### src/rtl/seq_mul_pkg.sv
// Shared types and helpers for the radix-2 shift-add sequential multiplier.
package seq_mul_pkg;

  typedef enum logic [1:0] {
    IDLE = 2'd0,
    RUN  = 2'd1,
    FIX  = 2'd2
  } state_t;

  // Ceiling log2, usable in constant expressions for counter sizing.
  function automatic int clog2(input int v);
    int r;
    r = 0;
    for (int i = 0; i < 31; i++) begin
      if ((32'sd1 <<< i) < v) r = i + 1;
    end
    return r;
  endfunction

endpackage

### src/rtl/seq_mul_signfix.sv
// Conditional two's-complement negate; used for operand magnitudes and result sign.
module seq_mul_signfix #(
  parameter int W = 8
) (
  input  logic         neg,
  input  logic [W-1:0] din,
  output logic [W-1:0] dout
);

  assign dout = neg ? (~din + W'(1)) : din;

endmodule

### src/rtl/seq_mul_core.sv
// Parametrised shift-add multiplier: magnitudes are multiplied unsigned over
// WIDTH cycles, then the sign is applied once in the FIX state.
module seq_mul_core
  import seq_mul_pkg::*;
#(
  parameter int WIDTH     = 8,
  parameter bit SIGNED_EN = 1'b1
) (
  input  logic               clk,
  input  logic               rst_n,
  input  logic               start,
  input  logic               signed_mode,
  input  logic [WIDTH-1:0]   a,
  input  logic [WIDTH-1:0]   b,
  output logic               busy,
  output logic               done,
  output logic [2*WIDTH-1:0] product
);

  localparam int PW = 2 * WIDTH;
  localparam int CW = clog2(WIDTH + 1);

  state_t            state_reg;
  logic [WIDTH-1:0]  mcand_reg;
  logic [PW-1:0]     acc_reg;
  logic [CW-1:0]     count_reg;
  logic              neg_reg;
  logic              busy_reg;
  logic              done_reg;
  logic [PW-1:0]     product_reg;

  logic              sgn;
  logic [WIDTH-1:0]  a_mag;
  logic [WIDTH-1:0]  b_mag;
  logic [WIDTH:0]    sum;
  logic [PW-1:0]     acc_next;
  logic [PW-1:0]     result;

  assign sgn = signed_mode & SIGNED_EN;

  seq_mul_signfix #(.W(WIDTH)) u_fix_a (
    .neg  (sgn & a[WIDTH-1]),
    .din  (a),
    .dout (a_mag)
  );

  seq_mul_signfix #(.W(WIDTH)) u_fix_b (
    .neg  (sgn & b[WIDTH-1]),
    .din  (b),
    .dout (b_mag)
  );

  seq_mul_signfix #(.W(PW)) u_fix_p (
    .neg  (neg_reg),
    .din  (acc_reg),
    .dout (result)
  );

  // Upper half plus conditional multiplicand; the extra bit keeps the carry
  // so that all-ones unsigned operands still produce the full product.
  assign sum      = {1'b0, acc_reg[PW-1:WIDTH]}
                  + {1'b0, (acc_reg[0] ? mcand_reg : {WIDTH{1'b0}})};
  assign acc_next = {sum, acc_reg[WIDTH-1:1]};

  always_ff @(posedge clk or negedge rst_n) begin
    if (!rst_n) begin
      state_reg   <= IDLE;
      mcand_reg   <= '0;
      acc_reg     <= '0;
      count_reg   <= '0;
      neg_reg     <= 1'b0;
      busy_reg    <= 1'b0;
      done_reg    <= 1'b0;
      product_reg <= '0;
    end else begin
      done_reg <= 1'b0;
      case (state_reg)
        IDLE: begin
          if (start) begin
            mcand_reg <= a_mag;
            acc_reg   <= {{WIDTH{1'b0}}, b_mag};
            neg_reg   <= sgn & (a[WIDTH-1] ^ b[WIDTH-1]);
            count_reg <= CW'(WIDTH);
            busy_reg  <= 1'b1;
            state_reg <= RUN;
          end
        end
        RUN: begin
          acc_reg   <= acc_next;
          count_reg <= count_reg - CW'(1);
          if (count_reg == CW'(1)) state_reg <= FIX;
        end
        FIX: begin
          product_reg <= result;
          done_reg    <= 1'b1;
          busy_reg    <= 1'b0;
          state_reg   <= IDLE;
        end
        default: begin
          busy_reg  <= 1'b0;
          state_reg <= IDLE;
        end
      endcase
    end
  end

  assign busy    = busy_reg;
  assign done    = done_reg;
  assign product = product_reg;

endmodule

### config.mk
export PLATFORM = sky130hd
export DESIGN_NAME = seq_mul_core
export DESIGN_NICKNAME = d
export VERILOG_FILES = /design/src/rtl/seq_mul_pkg.sv /design/src/rtl/seq_mul_signfix.sv /design/src/rtl/seq_mul_core.sv
export SDC_FILE = /design/constraint.sdc
export NUM_CORES = 1
export LEC_CHECK = 0
export ABC_AREA = 1
export CAP_MARGIN = 20
export CELL_PAD_IN_SITES_DETAIL_PLACEMENT = 2
export CELL_PAD_IN_SITES_GLOBAL_PLACEMENT = 2
export CORE_ASPECT_RATIO = 0.5
export CORE_MARGIN = 1
export CORE_UTILIZATION = 39
export DETAILED_ROUTE_END_ITERATION = 7
export DONT_BUFFER_PORTS = 1
export PLACE_DENSITY = 0.87
export SLEW_MARGIN = 20
export SYNTH_ARGS = -nofsm -noshare
export SYNTH_HDL_FRONTEND = slang
export SYNTH_HIERARCHICAL = 1
export SYNTH_SLANG_ARGS = --single-unit
### constraint.sdc
create_clock -name clk -period 5.5 [get_ports clk]
set_input_delay 1.1 -clock clk [delete_from_list [all_inputs] [get_ports clk]]
set_output_delay 1.1 -clock clk [all_outputs]
set_load 0.05 [all_outputs]
# Word-level counts from Yosys, hierarchy flattened
# Index checks and enable logic that the tools add are counted.
# W data, S select, Z words.
# word_totals
inputBits,20
reg_bits,49
output_inout_bits,18
# classes
n_bitwise,8
n_reduce_logical,6
n_addsub,5
eq_ne,5
n_mux,14
# ops
operator,n
$mux W16,2
$pmux W16 S2,1
$mux W8,3
$add A16 B1 Y16 const B,1
$add A8 B1 Y8 const B,2
$not A16 Y16,1
$not A8 Y8,2
$add A8 B8 Y9,1
$pmux W4 S2,1
$reduce_and A2 Y1,4
$eq A4 B1 Y1 const B,1
$mux W2,2
$mux W4,1
$ne A2 B2 Y1 const B,2
$pmux W2 S2,1
$sub A4 B1 Y4 const B,1
$and A1 B1 Y1,3
$eq A2 B1 Y1 const B,1
$eq A2 B2 Y1 const B,1
$logic_not A2 Y1,1
$mux W1,2
$pmux W1 S2,1
$reduce_bool A2 Y1,1
$not A1 Y1,1
$xor A1 B1 Y1,1

# Longest topological paths before layout
# depth
depth_word,5
ltp_mapped,12
mapped_depth_nobuf,11

# Modules after synthesis
# The synthesis kept the hierarchy.
# by_module_without_submodules
mod,n_inst,seq_area_each_um2,area_each_um2,cells_per_inst
seq_mul_core,1,1226.2,2443.6,296
seq_mul_signfix at u_fix_p,1,0.0,475.5,94
seq_mul_signfix at u_fix_a ...,2,0.0,195.2,39

# Worst setup path before layout
# No wires, ideal clock.
# synth_timing
path_type,in2reg
start,input port b[0]
end,register acc_reg[2]
slack_ps,3639
t_arrival_ps,1740
required_time_ps,5379
stages,8
cell_sequence,inv_1 -> ha_1 -> inv_1 -> nand2_1 -> xor2_1 -> inv_1 -> nand2_1 -> nand3_2
# synth_between
elab_chain_len,5
# synth_lines
element,line,text
from (decl),seq_mul_core.sv:14,"input logic [WIDTH-1:0] b,"
$not A8 Y8,seq_mul_signfix.sv:10,assign dout = neg ? (~din + W'(1)) : din;
$add A8 B1 Y8,seq_mul_signfix.sv:10,
$mux W8,seq_mul_signfix.sv:10,
named net b_mag[2],seq_mul_core.sv:34,logic [WIDTH-1:0] b_mag;
$mux W16,seq_mul_core.sv:79,if (start) begin
$pmux W16 S2,seq_mul_core.sv:77,case (state_reg)
to (signal assigned),seq_mul_core.sv:81,"acc_reg <= {{WIDTH{1'b0}}, b_mag};"
to (signal assigned),seq_mul_core.sv:89,acc_reg <= acc_next;
to (decl),seq_mul_core.sv:25,logic [PW-1:0] acc_reg;
# The timed path passes the listed nets, and every way through them passes these cells. The select of a mux whose other input is x is not followed.
# A chain may end at the register's enable or synchronous reset.

# Worst setup path in the final report
# layout_timing
start,register product_reg[1] (netlist: product[1])
end,output port product[1]
# layout_lines
element,line,text
from (decl),seq_mul_core.sv:30,logic [PW-1:0] product_reg;
from (signal assigned),seq_mul_core.sv:94,product_reg <= result;
to (decl),seq_mul_core.sv:17,output logic [2*WIDTH-1:0] product
# No word-level cell between the ends.

==> impl_metrics.py <==
metrics = {
    "status": {
        "result_of_the_run": "completed",
    },
    "sta": {
        "setup_tns_ns": 0,
        "timing.fmax_mhz": 489.9,
        "transition_time_of_the_tightest_slew_check_pin_ns": 0.7173,
        "setup_viol": 0,
        "timing.max_slew.rel_slack_pct": 52.18,
        "worst_clock_skew_ns": 0.003880,
        "hold_viol_final": 0,
        "fin_crit_ns": 2.041,
        "fin_crit_sh_pct": 37.12,
        "grt_setup_unrepaired": "no",
        "final_max_slew_viol_count": 0,
    },
    "floorplanning": {
        "ios": 38,
        "die_h_um": 67.14,
        "die_area_um2": 8880,
        "floorplan.core_area_um2": 8115,
        "num_rows": 23,
        "die_boundary_width_um": 132.3,
        "initial_core_util_pct": 40.78,
    },
    "route": {
        "detail_route.first_pass.iterations": 4,
        "route.final.wire_length_mm": 8.975,
        "vias": 2840,
        "drt_iter0_markers": 85,
        "detail_route.drc_violations": 0,
        "viasPerCell": 4.948,
        "detail_route.wl_per_cell_um": 15.64,
        "residual_antenna_violating_net_count_after_detailed_routing": 0,
    },
    "yosys": {
        "synth_largest_area_cell": "sky130_fd_sc_hd__dfrtp_1",
        "yosys-top-cells-area": "sky130_fd_sc_hd__dfrtp_1 37%, sky130_fd_sc_hd__nand2_1 24%, sky130_fd_sc_hd__inv_1 5.9%, sky130_fd_sc_hd__ha_1 4.9%, sky130_fd_sc_hd__nand3_1 4.4%",
        "synth_enable_flop_cells": 0,
        "synth_ff_type": "sky130_fd_sc_hd__dfrtp_1",
        "yosysWarningCount": 6,
        "netlist_instances": 468,
        "async_reset_ff_share_pct": 100.0,
        "syn-num-nets": 502,
        "syn_area_um2": 3309,
        "yosysSeqAreaShare_pct": 37.05,
        "ys_seq_elements": 49,
        "synth_top_area_share_pct": 37.05,
        "syn_avg_cell_area_um2": 7.071,
        "synth_cell_types": 28,
    },
    "global_route": {
        "antenna_found_initial": 0,
        "global_route.overflow_total": 0,
        "first_pass_grt_wire_length_mm": 15.22,
        "vias_in_the_first_global_route": 3076,
        "maximum_number_of_pins_on_one_net_before_global_route_repair": 50,
        "grt_use_total_pct": 22.33,
    },
    "worst_setup_path": {
        "cp.arrival_ns": 0.94,
        "critPathMaxFanout": 2,
        "cp.required_ns": 4.40,
        "critical_path.endpoint_type": "primary output",
        "path_class": "reg2out",
        "timing.critical_path.from": "product[1]",
        "setup.worst_path.start_class": "register",
        "rr_startpoint": "acc_reg[0]",
    },
    "cells_and_area": {
        "area_delta_synth_final_pct": 4.915,
        "post_route_cells_drive_above_1_share_pct": 8.874,
        "filler_cell_count": 1009,
        "number_of_nets_in_the_finished_design": 495,
        "final_common_cell": "sky130_fd_sc_hd__nand2_1",
        "layout_common_cells": "212 x sky130_fd_sc_hd__nand2_1, 52 x sky130_fd_sc_hd__inv_1, 49 x sky130_fd_sc_hd__dfrtp_1, 29 x sky130_fd_sc_hd__nand3_1, 21 x sky130_fd_sc_hd__nor2_1",
        "antennaDiodeCount": 0,
    },
    "clocking": {
        "path_clk_slew_ns": 0.07,
        "cts-root-to-sink-buffers": 2,
        "ctsRootBufferMaster": "sky130_fd_sc_hd__clkbuf_16",
        "cts-hold-fix-buffers": 0,
        "cts_repair_resize_count": 0,
        "post_cts_buffers": 0,
        "clock-sinks": 49,
        "tritoncts": "yes",
        "cts-buffers-inserted": 5,
        "worst_skew_pair_latency_ns": 0.29,
        "ctsHtreeMaxLevel": 2,
    },
    "power": {
        "report.power.total_uw": 1905,
        "power.density_nw_per_um2": 548.8,
        "power.static_leakage_uw": 0.001959,
        "power.ir.vdd_worst_uv": 180.7,
    },
    "place": {
        "io_buffers": 0,
        "routabilityCongestion": 0.7750,
        "place_hpwl_mm": 6.851,
    },
    "flow_run": {
        "cap_viol_max_count": 0,
    },
    "worst_hold_path": {
        "timing.hold.worst.class": "in2async",
    },
}
## Yosys cell counts (5+ instances only)
| master | instances |
|---|---|
| sky130_fd_sc_hd__nand3_1 | 29 |
| sky130_fd_sc_hd__nor2_1 | 21 |
| sky130_fd_sc_hd__nand3b_1 | 5 |
| sky130_fd_sc_hd__o21ai_0 | 10 |
| sky130_fd_sc_hd__xor2_1 | 6 |
| sky130_fd_sc_hd__xnor2_1 | 8 |
| sky130_fd_sc_hd__nand2_2 | 10 |
| sky130_fd_sc_hd__buf_4 | 9 |
| sky130_fd_sc_hd__a21oi_1 | 7 |
| sky130_fd_sc_hd__nor2_2 | 6 |
| sky130_fd_sc_hd__inv_1 | 52 |
| sky130_fd_sc_hd__dfrtp_1 | 49 |
| sky130_fd_sc_hd__nand2_1 | 212 |
| sky130_fd_sc_hd__ha_1 | 13 |
| sky130_fd_sc_hd__nand3_2 | 7 |
## worst paths after layout
kind	end	slack [ns]	cells past startpoint
max reg2reg	acc_reg[11]	3.52	9
max in group asynchronous	product[8]	4.91	0
min	acc_reg[2]	0.49	0
min in group clk	mcand_reg[1]	0.49	2
max	product[1]	3.46	0
min reg2reg	mcand_reg[1]	0.49	2
## per-stage QoR
step,cell area (um2),std cells,utilization [%],worst slack [ns],hold slack [ns]
6_report,3472,574,42.78,3.459,0.4893
5_1_grt,3472,574,42.78,3.346,0.4854
4_1_cts,3472,574,42.78,3.446,0.4850
3_5_place_dp,3333,566,41.07,3.509,0.4713
3_3_place_gp,3333,566,41.07,3.580,0.4669
2_1_floorplan,3309,468,-,3.639,0.4487
## power by group
group          internal (uW)  switching, uW
clock                    167            137
combinational            275            483
sequential               498            345
## layout make-up
type	count	area, um2	share of cell area, %
Multi-Input combinational cell	348	1745	50.27
Sequential cell	49	1226	35.32
Inverter	57	221.5	6.378
Tap cell	112	140.1	4.036
Clock buffer	6	128.9	3.712
Clock inverter	2	10.01	0.2883
## layer usage
| layer | vias up | share of wire [%] | global-route usage (%) | routed length [um] |
|---|---|---|---|---|
| li1 | 1415 | - | - | - |
| met1 | 1371 | 52 | 28.74 | 4635 |
| met2 | 47 | 44 | 38.96 | 3929 |
| met3 | 7 | 3.8 | 5.330 | 338 |
| met4 | 0 | 0.79 | 4.741 | 71 |
| met5 | - | 0 | 0 | 0 |
## logic make-up after synthesis
group | count (synthesis) | share of synthesized area (%)
compound gates | 23 | 4.499
xor+xnor | 14 | 3.705
fa+ha+maj | 14 | 5.520
buf+inv | 71 | 10.21
flops | 49 | 37.05
simple gates | 297 | 39.02
No activity file was read; power rests on OpenSTA's default activity.
